File: config.mk
export PLATFORM = sky130hd
export DESIGN_NAME = mac_layer_seq
export DESIGN_NICKNAME = d
export VERILOG_FILES = /design/src/rtl/nn_pkg.sv /design/src/rtl/mac_lane.sv /design/src/rtl/mac_layer_seq.sv
export SDC_FILE = /design/constraint.sdc
export NUM_CORES = 1
export LEC_CHECK = 0
export CORE_MARGIN = 1
export CORE_UTILIZATION = 25
export CTS_CLUSTER_DIAMETER = 50
export DETAILED_ROUTE_END_ITERATION = 10
export PLACE_DENSITY_LB_ADDON = 0.05
export REMOVE_ABC_BUFFERS = 1
export SLEW_MARGIN = 20
export SYNTH_ARGS = -nofsm -noshare
export SYNTH_HDL_FRONTEND = slang
export SYNTH_SLANG_ARGS = --single-unit
File: constraint.sdc
create_clock -name clk_i -period 13 [get_ports clk_i]
set_input_delay 3.25 -clock clk_i [delete_from_list [all_inputs] [get_ports clk_i]]
set_output_delay 3.25 -clock clk_i [all_outputs]
set_load 0.02 [all_outputs]
File: src/rtl/nn_pkg.sv
`default_nettype none
// ============================================================================
//  Module      : nn_pkg
//  Description : Shared types for the sequential MAC layer. It holds the FSM
//                state enum, the activation-mode enum and the accumulator
//                width helper.
//  Ports       : none (package)
//  Revision    : 1.0  initial release
// ============================================================================
package nn_pkg;

  typedef enum logic [1:0] {
    ST_IDLE = 2'd0,
    ST_MAC  = 2'd1,
    ST_ACT  = 2'd2,
    ST_OUT  = 2'd3
  } state_e;

  typedef enum logic {
    ACT_IDENTITY = 1'b0,
    ACT_RELU     = 1'b1
  } act_mode_e;

  // Full signed product, plus enough headroom for NumInputs products and
  // the bias, so that the sum can never overflow.
  function automatic int acc_width(input int dw, input int ni);
    return 2 * dw + $clog2(ni + 1);
  endfunction

endpackage
`default_nettype wire

File: src/rtl/mac_lane.sv
`default_nettype none
// ============================================================================
//  Module      : mac_lane
//  Description : Datapath for one neuron. It holds the accumulator and applies
//                the bias add, the fixed-point shift, saturation and optional
//                ReLU. The result is kept in a register.
//  Ports       : clk_i/reset_i  clock, synchronous active-low reset
//                clear_i        zero the accumulator (input transfer)
//                mac_en_i       accumulate w_i*x_i this cycle
//                act_en_i       register the activated result
//                w_i/x_i/bias_i signed weight, activation and bias
//                mode_i         identity / ReLU
//                actv_o         registered DataWidth-bit result
//  Revision    : 1.0  initial release
// ============================================================================
module mac_lane
  import nn_pkg::*;
#(
  parameter int NumInputs = 4,
  parameter int DataWidth = 8,
  parameter int FracBits  = 0
) (
  input  logic                        clk_i,
  input  logic                        reset_i,
  input  logic                        clear_i,
  input  logic                        mac_en_i,
  input  logic                        act_en_i,
  input  logic signed [DataWidth-1:0] w_i,
  input  logic signed [DataWidth-1:0] x_i,
  input  logic signed [DataWidth-1:0] bias_i,
  input  act_mode_e                   mode_i,
  output logic signed [DataWidth-1:0] actv_o
);

  localparam int AccW = acc_width(DataWidth, NumInputs);
  localparam int SumW = AccW + 1;
  localparam logic signed [SumW-1:0] MaxV = SumW'((2 ** (DataWidth - 1)) - 1);
  localparam logic signed [SumW-1:0] MinV = ~MaxV;

  logic signed [AccW-1:0]        acc_q, acc_d;
  logic signed [DataWidth-1:0]   actv_q, res_d;
  logic signed [2*DataWidth-1:0] prod;
  logic signed [SumW-1:0]        bias_sh, sum, shifted;

  assign prod  = w_i * x_i;
  assign acc_d = acc_q + {{(AccW - 2*DataWidth){prod[2*DataWidth-1]}}, prod};

  // The bias is aligned to the accumulator's fixed-point position before the
  // add, and the whole sum is shifted back down afterwards.
  assign bias_sh = {{(SumW - DataWidth){bias_i[DataWidth-1]}}, bias_i} <<< FracBits;
  assign sum     = {acc_q[AccW-1], acc_q} + bias_sh;
  assign shifted = sum >>> FracBits;

  always_comb begin
    res_d = shifted[DataWidth-1:0];
    if (shifted > MaxV) begin
      res_d = MaxV[DataWidth-1:0];
    end else if (shifted < MinV) begin
      res_d = MinV[DataWidth-1:0];
    end
    if (mode_i == ACT_RELU && res_d[DataWidth-1]) begin
      res_d = '0;
    end
  end

  always_ff @(posedge clk_i) begin
    if (!reset_i) begin
      acc_q  <= '0;
      actv_q <= '0;
    end else begin
      if (clear_i) begin
        acc_q <= '0;
      end else if (mac_en_i) begin
        acc_q <= acc_d;
      end
      if (act_en_i) begin
        actv_q <= res_d;
      end
    end
  end

  assign actv_o = actv_q;

endmodule
`default_nettype wire

File: src/rtl/mac_layer_seq.sv
`default_nettype none
// ============================================================================
//  Module      : mac_layer_seq
//  Description : A sequential fully-connected layer. It performs one input
//                element per cycle across all neurons in parallel. Weights and
//                biases are loaded through a shift-register scan chain.
//  Ports       : clk_i/reset_i   clock, synchronous active-low reset
//                actv_i,req_i,ack_o     input vector and handshake
//                actv_o,req_o,ack_i     result vector and handshake
//                act_mode_i      0 identity, 1 ReLU (captured on transfer)
//                shift_i,scan_di,scan_do  weight scan chain
//                busy_o          high whenever not idle
//  Revision    : 1.0  initial release
// ============================================================================
module mac_layer_seq
  import nn_pkg::*;
#(
  parameter int NumInputs  = 4,
  parameter int NumNeurons = 4,
  parameter int DataWidth  = 8,
  parameter int FracBits   = 0
) (
  input  logic                            clk_i,
  input  logic                            reset_i,
  input  logic [DataWidth*NumInputs-1:0]  actv_i,
  input  logic                            req_i,
  output logic                            ack_o,
  output logic [DataWidth*NumNeurons-1:0] actv_o,
  output logic                            req_o,
  input  logic                            ack_i,
  input  logic                            act_mode_i,
  input  logic                            shift_i,
  input  logic [DataWidth-1:0]            scan_di,
  output logic [DataWidth-1:0]            scan_do,
  output logic                            busy_o
);

  localparam int Slots   = NumInputs + 1;
  localparam int NumRegs = NumNeurons * Slots;
  localparam int CntW    = $clog2(NumInputs + 1);

  state_e                       state_q, state_d;
  logic [CntW-1:0]              j_q, j_d;
  logic                         req_q, req_d;
  logic [DataWidth*NumInputs-1:0] x_q;
  act_mode_e                    mode_q;
  logic [DataWidth-1:0]         wreg_q [NumRegs];
  logic [DataWidth-1:0]         x_sel;
  logic                         in_xfer, shift_en;

  assign ack_o    = (state_q == ST_IDLE) & ~shift_i;
  assign in_xfer  = req_i & ack_o;
  assign shift_en = shift_i & (state_q == ST_IDLE);
  assign busy_o   = (state_q != ST_IDLE);
  assign req_o    = req_q;
  assign scan_do  = wreg_q[NumRegs-1];

  always_ff @(posedge clk_i) begin
    if (!reset_i) begin
      state_q <= ST_IDLE;
      j_q     <= '0;
      req_q   <= 1'b0;
    end else begin
      state_q <= state_d;
      j_q     <= j_d;
      req_q   <= req_d;
    end
  end

  // OUT spends one cycle raising req_o, so that the result is already stable
  // when the request becomes visible.
  always_comb begin
    state_d = state_q;
    j_d     = j_q;
    req_d   = req_q;
    case (state_q)
      ST_IDLE: begin
        if (in_xfer) begin
          state_d = ST_MAC;
          j_d     = '0;
        end
      end
      ST_MAC: begin
        if (j_q == CntW'(NumInputs - 1)) begin
          state_d = ST_ACT;
        end else begin
          j_d = j_q + 1'b1;
        end
      end
      ST_ACT: state_d = ST_OUT;
      ST_OUT: begin
        if (!req_q) begin
          req_d = 1'b1;
        end else if (ack_i) begin
          req_d   = 1'b0;
          state_d = ST_IDLE;
        end
      end
      default: state_d = ST_IDLE;
    endcase
  end

  always_ff @(posedge clk_i) begin
    if (!reset_i) begin
      x_q    <= '0;
      mode_q <= ACT_IDENTITY;
    end else if (in_xfer) begin
      x_q    <= actv_i;
      mode_q <= act_mode_e'(act_mode_i);
    end
  end

  // Scan chain: reg[0] takes new data, and the last register drives scan_do.
  always_ff @(posedge clk_i) begin
    if (!reset_i) begin
      for (int k = 0; k < NumRegs; k++) wreg_q[k] <= '0;
    end else if (shift_en) begin
      wreg_q[0] <= scan_di;
      for (int k = 1; k < NumRegs; k++) wreg_q[k] <= wreg_q[k-1];
    end
  end

  always_comb begin
    x_sel = '0;
    for (int s = 0; s < NumInputs; s++) begin
      if (j_q == CntW'(s)) x_sel = x_q[s*DataWidth +: DataWidth];
    end
  end

  generate
    for (genvar n = 0; n < NumNeurons; n++) begin : g_lane
      logic [DataWidth-1:0] w_sel;
      logic [DataWidth-1:0] lane_out;

      always_comb begin
        w_sel = '0;
        for (int s = 0; s < NumInputs; s++) begin
          if (j_q == CntW'(s)) w_sel = wreg_q[n*Slots + s];
        end
      end

      mac_lane #(
        .NumInputs (NumInputs),
        .DataWidth (DataWidth),
        .FracBits  (FracBits)
      ) u_lane (
        .clk_i    (clk_i),
        .reset_i  (reset_i),
        .clear_i  (in_xfer),
        .mac_en_i (state_q == ST_MAC),
        .act_en_i (state_q == ST_ACT),
        .w_i      (w_sel),
        .x_i      (x_sel),
        .bias_i   (wreg_q[n*Slots + NumInputs]),
        .mode_i   (mode_q),
        .actv_o   (lane_out)
      );

      assign actv_o[n*DataWidth +: DataWidth] = lane_out;
    end
  endgenerate

endmodule
`default_nettype wire

==> flow_summary.yaml <==
run_status:
  outcome: "finished, violations left"
  violations: "design-rule violations"
drt:
  wire_per_inst_um: 18.0
  drc: 8
  wl_um: 87300
  vias: 22300
  vias_per_cell: 4.61
  first_pass_iters: 10
  ant_nets: 0
  initialDrtViolationCount: 1067
sta:
  finalSetupViolCount: 0
  finalMaxSlewViolations: 0
  fin_crit_ns: 8.96
  max_freq_mhz: 112
  timing.final.ws_setup_ns: 4.04
  period_share: 0.689
  slew-limit-headroom: 0.236
  final-hold-violation-count: 0
  clock_skew_ns: 0.0416
  tightest_slew_ns: 1.14
  rsz0062_at_grt: "false"
  final.setup.tns_ns: 0
setup_path:
  r2r-end: "g_lane[0].u_lane.acc_q[18]$_SDFFE_PP0P_"
  worstSetupPathType: "register to register"
  startpoint_type: "register"
  crit_fanout: 56
  cp_slowest_cell: "buf_4"
  r2r-start: "j_q[0]$_SDFFE_PN0P_"
  r2r_slack_ns: 4.04
  endpoint: "g_lane[0].u_lane.acc_q[18]$_SDFFE_PP0P_"
  worstPathRequired_ns: 13.51
  max_stage_delay_ns: 0.65
  worstPathArrival_ns: 9.47
  crit_start: "j_q[0]$_SDFFE_PN0P_"
  reg2reg_depth: 32
  end_kind: "register"
power_and_ir_drop:
  max-vdd-ir-drop_uv: 87.8
  p_total_mw: 6.01
  powerDensity_nw_per_um2: 177
  p_leak_nw: 15.1
global_route:
  gr-usage-met1: 0.196
  grt_use_met3: 0.0247
  grt_pass1_wl_um: 137000
  first_global_vias: 23500
  track_usage: 0.152
  grt_overflow_total: 0
  grt_max_degree: 114
  use_met2: 0.257
  antenna_found_initial: 11
  busiest_layer: "met2"
floorplanning:
  die_area_um2: 117000
  coreArea_um2: 115000
  die_x_um: 342
  initial_core_util: 0.253
  die_h_um: 342
  rows: 124
  io_pins: 89
clock_network:
  cts_tree: "yes"
  cts.path.max_buffers: 3
  ctsResizeCount: 0
  cts_root_buf: "clkbuf_16"
  hold_buffers: 0
  post-cts-setup-buffers: 0
  h-tree-depth: 3
  cts_buffers: 71
  cts.reportedPaths.clkPinSlew_ns: 0.05
  clock-sinks: 307
  clock_latency_ns: 0.64
yosys:
  syn_area_um2: 29000
  async_flop_share: 0
  synthFlopType: "edfxtp_1"
  yosysWarnings: 0
  synth_seq_area_share: 0.267
  synth_edf_count: 160
  synth_cells: 3203
  ys_types: 87
  synth_top_area_frac: 0.166
  ys_top_cells_by_area: "edfxtp_1 17%, fa_1 16%, ha_1 12%"
  ys_ff_latch: 307
  synth_top_cell_by_area: "edfxtp_1"
  synth_area_per_cell_um2: 9.05
layout:
  final_cell_mix: "392 x inv_1, 389 x nor2_1, 276 x ha_1"
  regArea_um2: 7750
  drive_above_1_share: 0.0718
  final_common_cell: "inv_1"
  layout.nets: 3825
  fill_cells: 12000
  final_util: 0.296
  area_growth_pct: 17.3
  multiInputGateArea_um2: 19400
hold_path:
  min_path_type: "register to register"
job:
  cap_violations: 0
place:
  post-place-ws_ns: 4.01
  dp_hpwl_um: 64900
  io_buffers: 88
  gp_congestion: 0.801
[cell usage after synthesis (6+ instances only)]
| cell | number |
|---|---|
| a2111oi_0 | 6 |
| a211oi_1 | 18 |
| a21o_1 | 64 |
| a21oi_1 | 224 |
| a221o_1 | 15 |
| a221oi_1 | 42 |
| a31o_2 | 7 |
| a31oi_1 | 17 |
| and2_1 | 170 |
| and3_1 | 13 |
| buf_1 | 13 |
| buf_4 | 8 |
| clkbuf_1 | 90 |
| dfxtp_1 | 147 |
| edfxtp_1 | 160 |
| fa_1 | 228 |
| ha_1 | 278 |
| inv_1 | 392 |
| mux2i_1 | 48 |
| nand2_1 | 156 |
| nand2b_1 | 36 |
| nand3_1 | 35 |
| nand3b_1 | 6 |
| nand4_1 | 17 |
| nor2_1 | 393 |
| nor2b_1 | 38 |
| nor3_1 | 87 |
| nor4_1 | 7 |
| o2111ai_1 | 6 |
| o211ai_1 | 12 |
| o21a_1 | 18 |
| o21ai_0 | 61 |
| o21ai_1 | 17 |
| o21bai_1 | 29 |
| o22ai_1 | 9 |
| o31a_1 | 6 |
| o31ai_1 | 7 |
| or2_2 | 54 |
| or3_1 | 13 |
| xnor2_1 | 133 |
| xor2_1 | 49 |
[area by class of cell]
cell class,instances,share of cell area
antenna,1,0.0000736
sequential,307,0.228
clock buffer,92,0.0573
inverter,394,0.0435
timing repair buffer,114,0.0317
multi-input combinational,2385,0.571
tap,1512,0.0557
clock inverter,38,0.0132
[power by group]
group	total [mW]	leakage, nW	internal [mW]	switching, mW
clock network	1.81	1.16	1.16	0.644
registers	1.42	2.93	1.25	0.170
logic	2.78	11.0	1.07	1.71
[worst max-delay path, delay by kind of cell, from the launching register on]
kind,cells,cell delay [ns]
xor+xnor,2,0.32
buf+inv,6,1.28
compound gates,12,2.87
flops,1,0.37
simple gates,4,0.53
fa+ha+maj,8,3.42
[metal layers]
metal | up-vias | wire (um)
met5 | - | 13
met4 | 2 | 2550
met3 | 125 | 3320
met2 | 335 | 41600
met1 | 10900 | 39800
li1 | 11000 | -
[flip-flops by register name (all words and copies together), names as in the netlist]
signal / flops
mode_q: 1
j_q: 3
state_q: 2
wreg_q: 160
x_q: 32
g_lane.u_lane.actv_o: 32
g_lane.u_lane.acc_q: 76
req_o: 1
[per-stage QoR]
| step | std cells | instance area [um2] | hold WS, ns |
|---|---|---|---|
| after floorplan | 3086 | 28500 | 0.436 |
| after global placement | 4712 | 31600 | 0.436 |
| after detailed placement | 4712 | 31600 | 0.439 |
| after CTS | 4842 | 34000 | 0.445 |
| after global routing | 4842 | 34000 | 0.469 |
| final | 4843 | 34000 | 0.439 |
[worst min-delay path by stage]
stage | slack [ns] | to | cells after the start | from
3_5_place_dp | 0.44 | g_lane[3].u_lane.actv_o[1]$_SDFFE_PN0P_ | 2 | g_lane[3].u_lane.actv_o[1]$_SDFFE_PN0P_
5_1_grt | 0.47 | g_lane[3].u_lane.actv_o[0]$_SDFFE_PN0P_ | 2 | g_lane[3].u_lane.actv_o[0]$_SDFFE_PN0P_
4_1_cts | 0.45 | g_lane[3].u_lane.actv_o[1]$_SDFFE_PN0P_ | 2 | g_lane[3].u_lane.actv_o[1]$_SDFFE_PN0P_
2_1_floorplan | 0.44 | x_q[0]$_SDFFE_PN0P_ | 2 | x_q[0]$_SDFFE_PN0P_
6_report | 0.44 | g_lane[3].u_lane.actv_o[1]$_SDFFE_PN0P_ | 2 | g_lane[3].u_lane.actv_o[1]$_SDFFE_PN0P_
3_3_place_gp | 0.44 | g_lane[3].u_lane.actv_o[4]$_SDFFE_PN0P_ | 2 | g_lane[3].u_lane.actv_o[4]$_SDFFE_PN0P_
[kinds of logic (layout without fill, tap and decap cells)]
group / Yosys count / count (layout) / share of synthesized area
AND/OR/NAND/NOR: 1043 / 1043 / 0.175
AO/OA/AOI/OAI: 606 / 606 / 0.140
buffers and inverters: 511 / 638 / 0.0689
adder cells (fa/ha/maj): 506 / 506 / 0.278
flip-flops: 307 / 307 / 0.267
XOR/XNOR: 182 / 182 / 0.0550
multiplexers: 48 / 48 / 0.0166
other: 0 / 1 / 0
Power figures use the tool's default switching activity.
